===== config.mk =====
export PLATFORM = sky130hd
export DESIGN_NAME = piso_serializer_flat
export DESIGN_NICKNAME = d
export VERILOG_FILES = /design/src/rtl/piso_serializer_if.sv /design/src/rtl/piso_serializer.sv /design/src/flat_wrapper.sv
export SDC_FILE = /design/constraint.sdc
export NUM_CORES = 1
export LEC_CHECK = 0
export CELL_PAD_IN_SITES_DETAIL_PLACEMENT = 0
export CELL_PAD_IN_SITES_GLOBAL_PLACEMENT = 1
export CORE_MARGIN = 5
export CORE_UTILIZATION = 43
export DETAILED_ROUTE_END_ITERATION = 10
export GPL_TIMING_DRIVEN = 0
export HOLD_SLACK_MARGIN = 0.05
export PLACE_DENSITY_LB_ADDON = 0.1
export SLEW_MARGIN = 40
export SYNTH_ARGS = -nofsm -noshare
export SYNTH_HDL_FRONTEND = slang
export SYNTH_SLANG_ARGS = --single-unit

===== constraint.sdc =====
create_clock -name clk -period 2.7 [get_ports clk]
set_input_delay 0.405 -clock clk [delete_from_list [all_inputs] [get_ports clk]]
set_output_delay 0.405 -clock clk [all_outputs]
set_load 0.05 [all_outputs]

===== src/rtl/piso_serializer_if.sv =====
// Bundle of parallel-in handshake and serial-out signals for piso_serializer.
//   master : producer/consumer side (drives din*, din_valid, bit_en)
//   slave  : serializer side (drives din_ready, dout, dout_valid, busy, done)
interface piso_serializer_if #(
  parameter int DATA_W = 8
);
  localparam int LEN_W = $clog2(DATA_W + 1);

  logic [DATA_W-1:0] din;
  logic [LEN_W-1:0]  din_len;
  logic              din_msb_first;
  logic              din_valid;
  logic              din_ready;
  logic              bit_en;
  logic              dout;
  logic              dout_valid;
  logic              busy;
  logic              done;

  modport master (
    output din, din_len, din_msb_first, din_valid, bit_en,
    input  din_ready, dout, dout_valid, busy, done
  );

  modport slave (
    input  din, din_len, din_msb_first, din_valid, bit_en,
    output din_ready, dout, dout_valid, busy, done
  );
endinterface


===== src/rtl/piso_serializer.sv =====
// Parallel-in serial-out serializer with a one-word holding buffer.
// Words (up to DATA_W bits, selectable length and bit order) are accepted
// over a valid/ready handshake and shifted out one bit per bit_en strobe.
// A buffered word follows the current frame with no idle bit in between.
// Ports:
//   clk      : rising-edge clock
//   reset_n  : asynchronous active-low reset
//   bus      : piso_serializer_if slave modport
//              din/din_len/din_msb_first/din_valid -> word offer
//              din_ready                           <- buffer empty
//              bit_en                              -> bit-rate strobe
//              dout/dout_valid                     <- registered serial bit
//              busy                                <- frame shifting or buffered
//              done                                <- last bit of frame driven
module piso_serializer #(
  parameter int   DATA_W     = 8,
  parameter logic IDLE_LEVEL = 1'b1
) (
  input logic                clk,
  input logic                reset_n,
  piso_serializer_if.slave   bus
);
  localparam int LEN_W = $clog2(DATA_W + 1);

  localparam logic [0:0] IDLE  = 1'b0;
  localparam logic [0:0] SHIFT = 1'b1;

  localparam logic [LEN_W-1:0] FULL_LEN = LEN_W'(DATA_W);

  // Zero or out-of-range lengths mean a full-width frame.
  function automatic logic [LEN_W-1:0] eff_len(input logic [LEN_W-1:0] len);
    if (len == '0 || len > FULL_LEN) return FULL_LEN;
    return len;
  endfunction

  // MSB-first frames are left-aligned so bit L-1 sits at the top and the
  // register always shifts out of its MSB; LSB-first frames shift out of
  // bit 0, so unused upper bits are simply never reached.
  function automatic logic [DATA_W-1:0] align(input logic [DATA_W-1:0] word,
                                              input logic [LEN_W-1:0]  len,
                                              input logic              msb);
    if (msb) return word << (FULL_LEN - len);
    return word;
  endfunction

  logic [0:0]        state_q, state_d;
  logic [DATA_W-1:0] hold_word_q, hold_word_d;
  logic [LEN_W-1:0]  hold_len_q, hold_len_d;
  logic              hold_msb_q, hold_msb_d;
  logic              hold_full_q, hold_full_d;
  logic [DATA_W-1:0] shreg_q, shreg_d;
  logic [LEN_W-1:0]  cnt_q, cnt_d;
  logic              msb_q, msb_d;
  logic              dout_q, dout_d;
  logic              dout_valid_q, dout_valid_d;
  logic              done_q, done_d;
  logic              load;

  always_comb begin
    state_d      = state_q;
    hold_word_d  = hold_word_q;
    hold_len_d   = hold_len_q;
    hold_msb_d   = hold_msb_q;
    hold_full_d  = hold_full_q;
    shreg_d      = shreg_q;
    cnt_d        = cnt_q;
    msb_d        = msb_q;
    dout_d       = dout_q;
    dout_valid_d = dout_valid_q;
    done_d       = 1'b0;
    load         = 1'b0;

    case (state_q)
      IDLE: begin
        // The transfer edge emits nothing, so bit_en is ignored on it.
        if (hold_full_q) begin
          load    = 1'b1;
          state_d = SHIFT;
        end else if (bus.bit_en) begin
          dout_d       = IDLE_LEVEL;
          dout_valid_d = 1'b0;
        end
      end
      SHIFT: begin
        if (bus.bit_en) begin
          dout_d       = msb_q ? shreg_q[DATA_W-1] : shreg_q[0];
          dout_valid_d = 1'b1;
          cnt_d        = cnt_q - LEN_W'(1);
          shreg_d      = msb_q ? (shreg_q << 1) : (shreg_q >> 1);
          if (cnt_q == LEN_W'(1)) begin
            done_d = 1'b1;
            // Chain straight into the buffered word to avoid a gap bit.
            if (hold_full_q) load = 1'b1;
            else             state_d = IDLE;
          end
        end
      end
      default: state_d = IDLE;
    endcase

    if (load) begin
      shreg_d     = align(hold_word_q, hold_len_q, hold_msb_q);
      cnt_d       = hold_len_q;
      msb_d       = hold_msb_q;
      hold_full_d = 1'b0;
    end

    // Ready is the registered empty flag, so acceptance never coincides
    // with the buffer emptying.
    if (!hold_full_q && bus.din_valid) begin
      hold_word_d = bus.din;
      hold_len_d  = eff_len(bus.din_len);
      hold_msb_d  = bus.din_msb_first;
      hold_full_d = 1'b1;
    end
  end

  always_ff @(posedge clk or negedge reset_n) begin
    if (!reset_n) begin
      state_q      <= IDLE;
      hold_word_q  <= '0;
      hold_len_q   <= '0;
      hold_msb_q   <= 1'b0;
      hold_full_q  <= 1'b0;
      shreg_q      <= '0;
      cnt_q        <= '0;
      msb_q        <= 1'b0;
      dout_q       <= IDLE_LEVEL;
      dout_valid_q <= 1'b0;
      done_q       <= 1'b0;
    end else begin
      state_q      <= state_d;
      hold_word_q  <= hold_word_d;
      hold_len_q   <= hold_len_d;
      hold_msb_q   <= hold_msb_d;
      hold_full_q  <= hold_full_d;
      shreg_q      <= shreg_d;
      cnt_q        <= cnt_d;
      msb_q        <= msb_d;
      dout_q       <= dout_d;
      dout_valid_q <= dout_valid_d;
      done_q       <= done_d;
    end
  end

  assign bus.din_ready  = ~hold_full_q;
  assign bus.dout       = dout_q;
  assign bus.dout_valid = dout_valid_q;
  assign bus.done       = done_q;
  assign bus.busy       = (state_q == SHIFT) || hold_full_q;
endmodule


===== src/flat_wrapper.sv =====
// flat-port wrapper written by rule: the top's interface ports become plain ports
module piso_serializer_flat 
#(
  parameter int   DATA_W     = 8,
  parameter logic IDLE_LEVEL = 1'b1
)
  (clk, reset_n, bus_din, bus_din_len, bus_din_msb_first, bus_din_valid, bus_bit_en, bus_din_ready, bus_dout, bus_dout_valid, bus_busy, bus_done);
  piso_serializer_if #(.DATA_W(DATA_W)) bus_i ();
  input logic clk;
  input logic reset_n;
  input wire logic [$bits(bus_i.din)-1:0] bus_din;
  input wire logic [$bits(bus_i.din_len)-1:0] bus_din_len;
  input wire logic [$bits(bus_i.din_msb_first)-1:0] bus_din_msb_first;
  input wire logic [$bits(bus_i.din_valid)-1:0] bus_din_valid;
  input wire logic [$bits(bus_i.bit_en)-1:0] bus_bit_en;
  output wire logic [$bits(bus_i.din_ready)-1:0] bus_din_ready;
  output wire logic [$bits(bus_i.dout)-1:0] bus_dout;
  output wire logic [$bits(bus_i.dout_valid)-1:0] bus_dout_valid;
  output wire logic [$bits(bus_i.busy)-1:0] bus_busy;
  output wire logic [$bits(bus_i.done)-1:0] bus_done;
  assign bus_i.din = bus_din;
  assign bus_i.din_len = bus_din_len;
  assign bus_i.din_msb_first = bus_din_msb_first;
  assign bus_i.din_valid = bus_din_valid;
  assign bus_i.bit_en = bus_bit_en;
  assign bus_din_ready = bus_i.din_ready;
  assign bus_dout = bus_i.dout;
  assign bus_dout_valid = bus_i.dout_valid;
  assign bus_busy = bus_i.busy;
  assign bus_done = bus_i.done;
  piso_serializer #(.DATA_W(DATA_W), .IDLE_LEVEL(IDLE_LEVEL)) u_core (.clk(clk), .reset_n(reset_n), .bus(bus_i));
endmodule

== Yosys cells after proc, flatten, opt, wreduce, memory -nomap -nowiden ==
Index checks and enable logic that the tools add are counted.
Storage, ports and cells
  flip-flop bits (word level): 31
  latch bits: 0
  RAM bits: 0
  bits in read-only memories: 0
  bits of input ports: 17
  output and inout bits: 5
  logic and storage cells: 66
  memories kept: 0
Operators by class
  add/subtract/negate cells: 2
  $mul: 0
  divide/modulo/power cells: 0
  $lt $le $gt $ge: 1
  equal/unequal tests: 4
  shift operators: 1
  multiplexer cells: 35
  bitwise operators: 2
  reductions and logical operators: 10
Operators by type and width (count)
  2-to-1 mux 8 bit: 6
  2-to-1 mux 1 bit: 20
  2-to-1 mux 4 bit: 5
  case mux 1 bit (2 select lines): 4
  left shift 8 x 4 -> 8 bit: 1
  != test 2 bit, second input constant: 3
  nonzero test 2 bit: 3
  equality test 4 x 1 -> 1 bit, second input constant: 1
  > comparator 4 bit, second input constant: 1
  zero test 4 bit: 1
  subtractor 4 x 1 -> 4 bit, second input constant: 1
  subtractor 4 bit, first input constant: 1
  AND reduction 3 bit: 1
  logical OR 1 bit: 2
  NOT 1 bit: 2
  AND reduction 2 bit: 1
  logical AND 1 bit: 1
  zero test 1 bit: 1

== Logic depth before layout (Yosys ltp) ==
Gate-level depths: netlist of run 1.
  depth in word-level cells: 7
  mapped depth: 9
  depth with buffers taken out: 7

== Least setup slack after synthesis of run 1 ==
No wires, ideal clock.
  path kind: register to register
  start point: register u_core.hold_len_q[0]
  end point: register u_core.shreg_q[5]
  library setup time: 0.134 ns
  data arrival time: 1.914 ns
  required time: 2.566 ns
  setup slack: 0.653 ns
  cell stages (with the launch flop): 10
  path buffers: 3
  period minus slack after synthesis: 2.047 ns
  cell sequence: dfrtp_1 > buf_6 > buf_6 > inv_1 > ha_1 > buf_1 > mux2i_1 > nor2_1 > a2111oi_0 > o21ai_1
On the way
  longest elaborated chain between the ends: 5
RTL lines
  from (decl): line piso_serializer.sv:48  | logic [LEN_W-1:0] hold_len_q, hold_len_d;
  from (signal assigned): line piso_serializer.sv:134  | hold_len_q <= hold_len_d;
  subtractor 4 bit: line piso_serializer.sv:42  | if (msb) return word << (FULL_LEN - len);
  left shift 8 x 4 -> 8 bit: line piso_serializer.sv:42
  2-to-1 mux 8 bit: line piso_serializer.sv:42
  2-to-1 mux 8 bit: line piso_serializer.sv:43  | return word;
  2-to-1 mux 8 bit: line piso_serializer.sv:101  | if (load) begin
  to (signal assigned): line piso_serializer.sv:137  | shreg_q <= shreg_d;
  to (decl): line piso_serializer.sv:51  | logic [DATA_W-1:0] shreg_q, shreg_d;
Every way passes these cells. The select of a mux whose other input is x is not followed.
A chain may end at the register's enable or synchronous reset.

== Worst setup path after layout of run 1 ==
  start point: register u_core.hold_len_q[0]
  end point: register u_core.shreg_q[4]
Same word-level chain as after synthesis.

==> results of run 1 <==
-- layer usage --
layer	GRT usage	up-vias	part of all wire
met5	0	-	0
li1	-	728	-
met3	0.0467	6	0.054
met1	0.208	701	0.47
met4	0.0777	0	0.020
met2	0.261	34	0.46
-- cells in the mapped netlist (all sizes together), types with 2 or more instances --
cell / count / area (µm²)
a21oi: 17 / 85.1
a221oi: 4 / 41.3
a311oi: 2 / 17.5
a31oi: 2 / 12.5
and2: 2 / 12.5
buf: 5 / 36.3
clkbuf: 6 / 22.5
dfrtp: 30 / 751
ha: 3 / 37.5
inv: 11 / 41.3
mux2: 13 / 158
mux2i: 9 / 90.1
mux4: 2 / 45.0
nand2: 11 / 41.3
nand2b: 3 / 18.8
nand3: 4 / 20.0
nand3b: 3 / 22.5
nor2: 13 / 48.8
nor2b: 4 / 25.0
nor3: 4 / 20.0
o21ai: 21 / 109
xor2: 2 / 17.5
-- cell type report --
type | instances | area share
multi-input cells | 134 | 0.431
flip-flops and latches | 31 | 0.354
repair buffers | 21 | 0.0935
clock buffers | 8 | 0.0456
well taps | 50 | 0.0285
plain buffers | 11 | 0.0268
inverters | 12 | 0.0205
-- power breakdown --
group          total, W  switching, W  internal [W]
clock network  0.000406      0.000173      0.000232
logic           0.00118      0.000610      0.000568
registers      0.000839      0.000180      0.000659
total           0.00242      0.000963       0.00146
-- cell families (layout without fill, tap and decap cells) --
| logic type | count (synthesis) | after routing |
|---|---|---|
| xor gates and xnor gates | 3 | 3 |
| AOI/OAI and AO/OA | 53 | 53 |
| and+or+nand+nor | 51 | 51 |
| adders and majority gates | 3 | 3 |
| DFF | 31 | 31 |
| muxes | 24 | 24 |
| buffers and inverters | 23 | 52 |
-- sequential cells by signal (all words and copies together), names as in the netlist --
name                   cells
u_core.hold_full_q         1
u_core.shreg_q             8
u_core.bus.dout_valid      1
u_core.bus.done            1
u_core.hold_len_q          4
u_core.bus.dout            1
u_core.hold_word_q         8
u_core.state_q             1
u_core.cnt_q               4
u_core.msb_q               1
u_core.hold_msb_q          1
-- per-stage QoR --
step	utilization	hold slack, ns	instances	power [W]
floorplan	-	0.109	188	0.00175
global placement	0.517	0.470	259	0.00199
detailed placement	0.516	0.481	259	0.00203
CTS	0.541	0.185	267	0.00245
global route	0.541	0.226	267	0.00263
finish	0.541	0.172	267	0.00242
-- worst min-delay path by stage --
stage	endpoint	slack, ns
6_report	u_core.msb_q$_DFFE_PN0P_	0.17
5_1_grt	u_core.shreg_q[0]$_DFFE_PN0P_	0.23
4_1_cts	u_core.shreg_q[4]$_DFFE_PN0P_	0.19
3_5_place_dp	u_core.bus.done$_DFF_PN0_	0.48
3_3_place_gp	u_core.bus.dout_valid$_DFFE_PN0P_	0.47
2_1_floorplan	u_core.bus.done$_DFF_PN0_	0.11
-- critical path, delay by kind of cell, from the launching register on --
kind	cells	cell delay (ns)
buffers and inverters	3	0.33
muxes	1	0.25
DFF	1	0.34
adders and majority gates	1	0.22
xor gates and xnor gates	1	0.55
AOI/OAI and AO/OA	3	0.58
==> impl_metrics.json, run 1 <==
{
  "reg2reg_from": "u_core.hold_len_q[0]$_DFFE_PN0P_",
  "layout_common_cells": "30 x dfrtp_1, 20 x clkdlybuf4s50_1, 17 x a21oi_1",
  "p_leak_nw": 0.934,
  "critical_path_peak_fanout": 10,
  "synth-seq-cells": 31,
  "cp.required_ns": 2.86,
  "synthMuxAreaShare": 0.160,
  "arrival_ns": 2.55,
  "drt-total-wl_um": 3980,
  "cts_resized": 0,
  "cap_violations": 0,
  "cts_buffer_depth": 2,
  "layout-drive-gt1-share": 0.101,
  "tightest_slew_ns": 0.722,
  "drt_iter0_drc": 114,
  "synthesis.area_um2": 1830,
  "grt_pass1_wl_um": 6920,
  "reg2reg_to": "u_core.shreg_q[4]$_DFFE_PN0P_",
  "avgSynthCellArea_um2": 9.72,
  "synth_xor_area_frac": 0.0144,
  "placed_cell_area_um2": 2090,
  "cts_sinks": 31,
  "slowest_delay_ns": 0.55,
  "num_vias": 1469,
  "seq_area_frac_synth": 0.425,
  "die_height_um": 75.2,
  "grt_util_all_layers": 0.165,
  "slew_viol_final": 0,
  "min_period_ns": 2.39,
  "multi_input_area_um2": 946,
  "start_kind": "flip-flop",
  "crit_chain": "buf_6, buf_6, inv_1, ha_1, xnor2_1, mux2i_1, o22ai_1, a221oi_1, o21ai_1",
  "io_pins": 22,
  "layout_commonest_cell": "dfrtp_1",
  "syn-instance-count": 188,
  "n_fill_cell": 369,
  "die_w_um": 75.2,
  "synth_fa_ha_area_frac": 0.0205,
  "fmax_mhz": 418,
  "post_cts_buffers": 0,
  "antenna_found_initial": 0,
  "cts_root_buf": "clkbuf_8",
  "io_buffers": 21,
  "reg2reg_depth": 9,
  "yosys_most_used_dff": "dfrtp_1",
  "fin_nets": 236,
  "setup_viol": 0,
  "slew_headroom": 0.519,
  "ys_types": 47,
  "rows": 23,
  "synth_compound_area_frac": 0.175,
  "reg2reg_slack_ns": 0.31,
  "clock_skew_ns": 0.00276,
  "cp_slowest_cell": "xnor2_1",
  "timing.final.crit_share": 0.886,
  "pre_cts_ws_ns": 0.313,
  "drtAntennaViolNets": 0,
  "async_flop_share": 1.00,
  "route.detailed.drc": 0,
  "criticalPathCategory": "flip-flop to flip-flop",
  "h-tree-depth": 2,
  "fin_ws_ns": 0.309,
  "die-area_um2": 5650,
  "grt_pass1_vias": 1549,
  "grt-ovfl-total": 0,
  "place.gp.congestion": 0.846,
  "synth_edf_count": 0,
  "ff_latch_area_um2": 777,
  "initial_utilization": 0.450,
  "cp_common_cell": "buf_6",
  "crit_path_end_kind": "flip-flop",
  "synth_top_family_by_area": "compound AO/OA/AOI/OAI gates",
  "place_hpwl_um": 2950,
  "post_drt_wl_per_cell_um": 14.9,
  "ys_warn_count": 0,
  "grt_max_degree": 32,
  "dr.pass1.iters": 4,
  "vias_per_cell": 5.50,
  "startpoint": "u_core.hold_len_q[0]$_DFFE_PN0P_",
  "rsz0062_at_grt": "no",
  "p_per_area_nw_per_um2": 1100,
  "synthSimpleGateAreaFrac": 0.147,
  "cts_hold_buf": 0,
  "cp-endpoint": "u_core.shreg_q[4]$_DFFE_PN0P_",
  "cts_tree": "done",
  "hold_path_class": "primary input to asynchronous set/reset pin",
  "n_antenna_cell": 0,
  "outcome": "completed",
  "synth_nets": 208,
  "area_growth_pct": 20.1,
  "clk_pin_slew_ns": 0.06,
  "setup_tns_ns": 0,
  "design_area_um2": 2190,
  "ir_worst_vdd_mv": 0.474,
  "numCtsBuffers": 5,
  "insertion_delay_ns": 0.28,
  "hold_viol": 0,
  "core_um2": 4060
}
(Power assumes the default switching activity.)
==> inputs of run 2 (changes only) <==
--- a/config.mk
+++ b/config.mk
@@ -8,12 +8,12 @@
 export CELL_PAD_IN_SITES_DETAIL_PLACEMENT = 0
 export CELL_PAD_IN_SITES_GLOBAL_PLACEMENT = 1
 export CORE_MARGIN = 5
-export CORE_UTILIZATION = 43
+export CORE_UTILIZATION = 48
 export DETAILED_ROUTE_END_ITERATION = 10
+export DONT_BUFFER_PORTS = 1
 export GPL_TIMING_DRIVEN = 0
 export HOLD_SLACK_MARGIN = 0.05
 export PLACE_DENSITY_LB_ADDON = 0.1
-export SLEW_MARGIN = 40
 export SYNTH_ARGS = -nofsm -noshare
 export SYNTH_HDL_FRONTEND = slang
 export SYNTH_SLANG_ARGS = --single-unit
==> run 2 against run 1 <==
Against the previous run: clock power down 15%; first-iteration DRC count down 3.5%; sequential share of layout area up 3.5 points; flip-flop and latch count unchanged; fmax up 1.6%; routed wire length down 2.3%; critical path depth unchanged; non-clock buffer count down 19; register-to-register slack better by 0.04 ns; power down 3.6%; critical endpoint unchanged; highest routed layer unchanged.
==> impl_metrics.json, run 2 (same netlist as run 1, synthesis figures left out) <==
{
  "outcome": "completed",
  "cts_buffer_depth": 2,
  "arrival_ns": 2.51,
  "drtAntennaViolNets": 0,
  "crit_path_end_kind": "flip-flop",
  "post_drt_wl_per_cell_um": 15.8,
  "slew_headroom": 0.567,
  "rsz0062_at_grt": "no",
  "min_period_ns": 2.35,
  "core_um2": 3660,
  "hold_viol": 0,
  "grt_util_all_layers": 0.171,
  "die-area_um2": 5140,
  "place.gp.congestion": 0.817,
  "clock_skew_ns": 0.00453,
  "grt-ovfl-total": 0,
  "hold_path_class": "primary input to flip-flop",
  "layout_commonest_cell": "dfrtp_1",
  "cap_violations": 0,
  "post_cts_buffers": 0,
  "drt_iter0_drc": 110,
  "fin_nets": 217,
  "cts_sinks": 31,
  "initial_utilization": 0.499,
  "p_leak_nw": 0.854,
  "hold-path-cell-count": 1,
  "p_per_area_nw_per_um2": 1170,
  "fin_util": 0.545,
  "route.detailed.drc": 0,
  "grt_pass1_wl_um": 6960,
  "n_antenna_cell": 0,
  "io_pins": 22,
  "start_kind": "flip-flop",
  "ir_worst_vdd_mv": 0.701,
  "critical_path_peak_fanout": 10,
  "grt_pass1_vias": 1498,
  "criticalPathCategory": "flip-flop to flip-flop",
  "io_buffers": 0,
  "layout_common_cells": "30 x dfrtp_1, 17 x a21oi_1, 16 x o21ai_1",
  "cts_tree": "done",
  "cp.required_ns": 2.86,
  "dr.pass1.iters": 4,
  "die_w_um": 71.7,
  "rows": 22,
  "reg2reg_depth": 9,
  "min_to": "u_core.bus.dout$_DFFE_PN1P_",
  "fmax_mhz": 425,
  "reg_top3": "u_core.hold_word_q x8, u_core.shreg_q x8",
  "numCtsBuffers": 5,
  "layout-drive-gt1-share": 0.101,
  "clk_pin_slew_ns": 0.06,
  "cts_resized": 0,
  "setup_viol": 0,
  "hold_start": "bus_bit_en",
  "antenna_found_initial": 0,
  "cts_root_buf": "clkbuf_8",
  "vias_per_cell": 5.76,
  "place_hpwl_um": 2900,
  "reg2reg_to": "u_core.shreg_q[4]$_DFFE_PN0P_",
  "drt-total-wl_um": 3890,
  "num_vias": 1418,
  "reg2reg_slack_ns": 0.35,
  "die_height_um": 71.7,
  "grt_max_degree": 32,
  "tightest_slew_ns": 0.644,
  "slew_viol_final": 0,
  "area_growth_pct": 9.32,
  "reg2reg_from": "u_core.hold_len_q[0]$_DFFE_PN0P_",
  "setup_tns_ns": 0,
  "cts_hold_buf": 2,
  "timing.final.crit_share": 0.872,
  "insertion_delay_ns": 0.28,
  "h-tree-depth": 2
}
-- run 2: cell count changes in the layout (fill, tap and decap cells not counted), sizes merged --
cell	change
clkdlybuf4s50	-20
dlygate4sd3	+1
-- run 2: final cells by class --
type                       count  area (µm²)
multi-input combinational    134         946
clock buffer                   8        80.1
fill                         341        1660
inverter                      12        45.0
buffer                        11        58.8
tap                           48        60.1
sequential                    31         777
timing repair buffer           2        30.0
-- run 2: where the power goes --
part / total (W) / switching (W) / leakage, nW / internal [W]
clock: 0.000345 / 0.000162 / 0.0395 / 0.000183
combinational: 0.00112 / 0.000578 / 0.450 / 0.000537
sequential: 0.000877 / 0.000216 / 0.364 / 0.000661
total: 0.00234 / 0.000956 / 0.854 / 0.00138
-- run 2: worst max path at each step --
stage,from,cells after the start,slack [ns],endpoint
5_1_grt,u_core.hold_len_q[0]$_DFFE_PN0P_,9,0.16,u_core.shreg_q[4]$_DFFE_PN0P_
3_5_place_dp,u_core.hold_len_q[0]$_DFFE_PN0P_,9,0.33,u_core.shreg_q[4]$_DFFE_PN0P_
2_1_floorplan,u_core.hold_len_q[0]$_DFFE_PN0P_,9,0.65,u_core.shreg_q[5]$_DFFE_PN0P_
4_1_cts,u_core.hold_len_q[0]$_DFFE_PN0P_,9,0.32,u_core.shreg_q[4]$_DFFE_PN0P_
6_report,u_core.hold_len_q[0]$_DFFE_PN0P_,9,0.35,u_core.shreg_q[4]$_DFFE_PN0P_
3_3_place_gp,u_core.hold_len_q[0]$_DFFE_PN0P_,9,0.35,u_core.shreg_q[4]$_DFFE_PN0P_
-- run 2: through the flow --
step / power [W] / worst slack, ns / instances / hold WS (ns) / cell area (µm²)
after floorplan: 0.00175 / 0.653 / 188 / 0.109 / 1830
after global routing: 0.00254 / 0.161 / 246 / 0.184 / 2000
after detailed placement: 0.00199 / 0.332 / 236 / 0.110 / 1890
after global placement: 0.00195 / 0.350 / 236 / 0.110 / 1890
final: 0.00234 / 0.346 / 246 / 0.197 / 2000
after CTS: 0.00235 / 0.322 / 246 / 0.189 / 2000
-- run 2: worst max-delay path, cell delays in order (launching register included) --
cell      delay, ns
dfrtp_1        0.34
buf_6          0.13
buf_6          0.14
inv_1          0.07
ha_1           0.23
xnor2_1        0.53
mux2i_1        0.25
o22ai_1        0.09
a221oi_1       0.33
o21ai_1        0.11
-- run 2: routing by layer --
layer / global-route usage / wire length [µm]
met3: 0.0589 / 252
met4: 0.0605 / 34
met1: 0.222 / 1800
met5: 0 / 0
met2: 0.264 / 1800
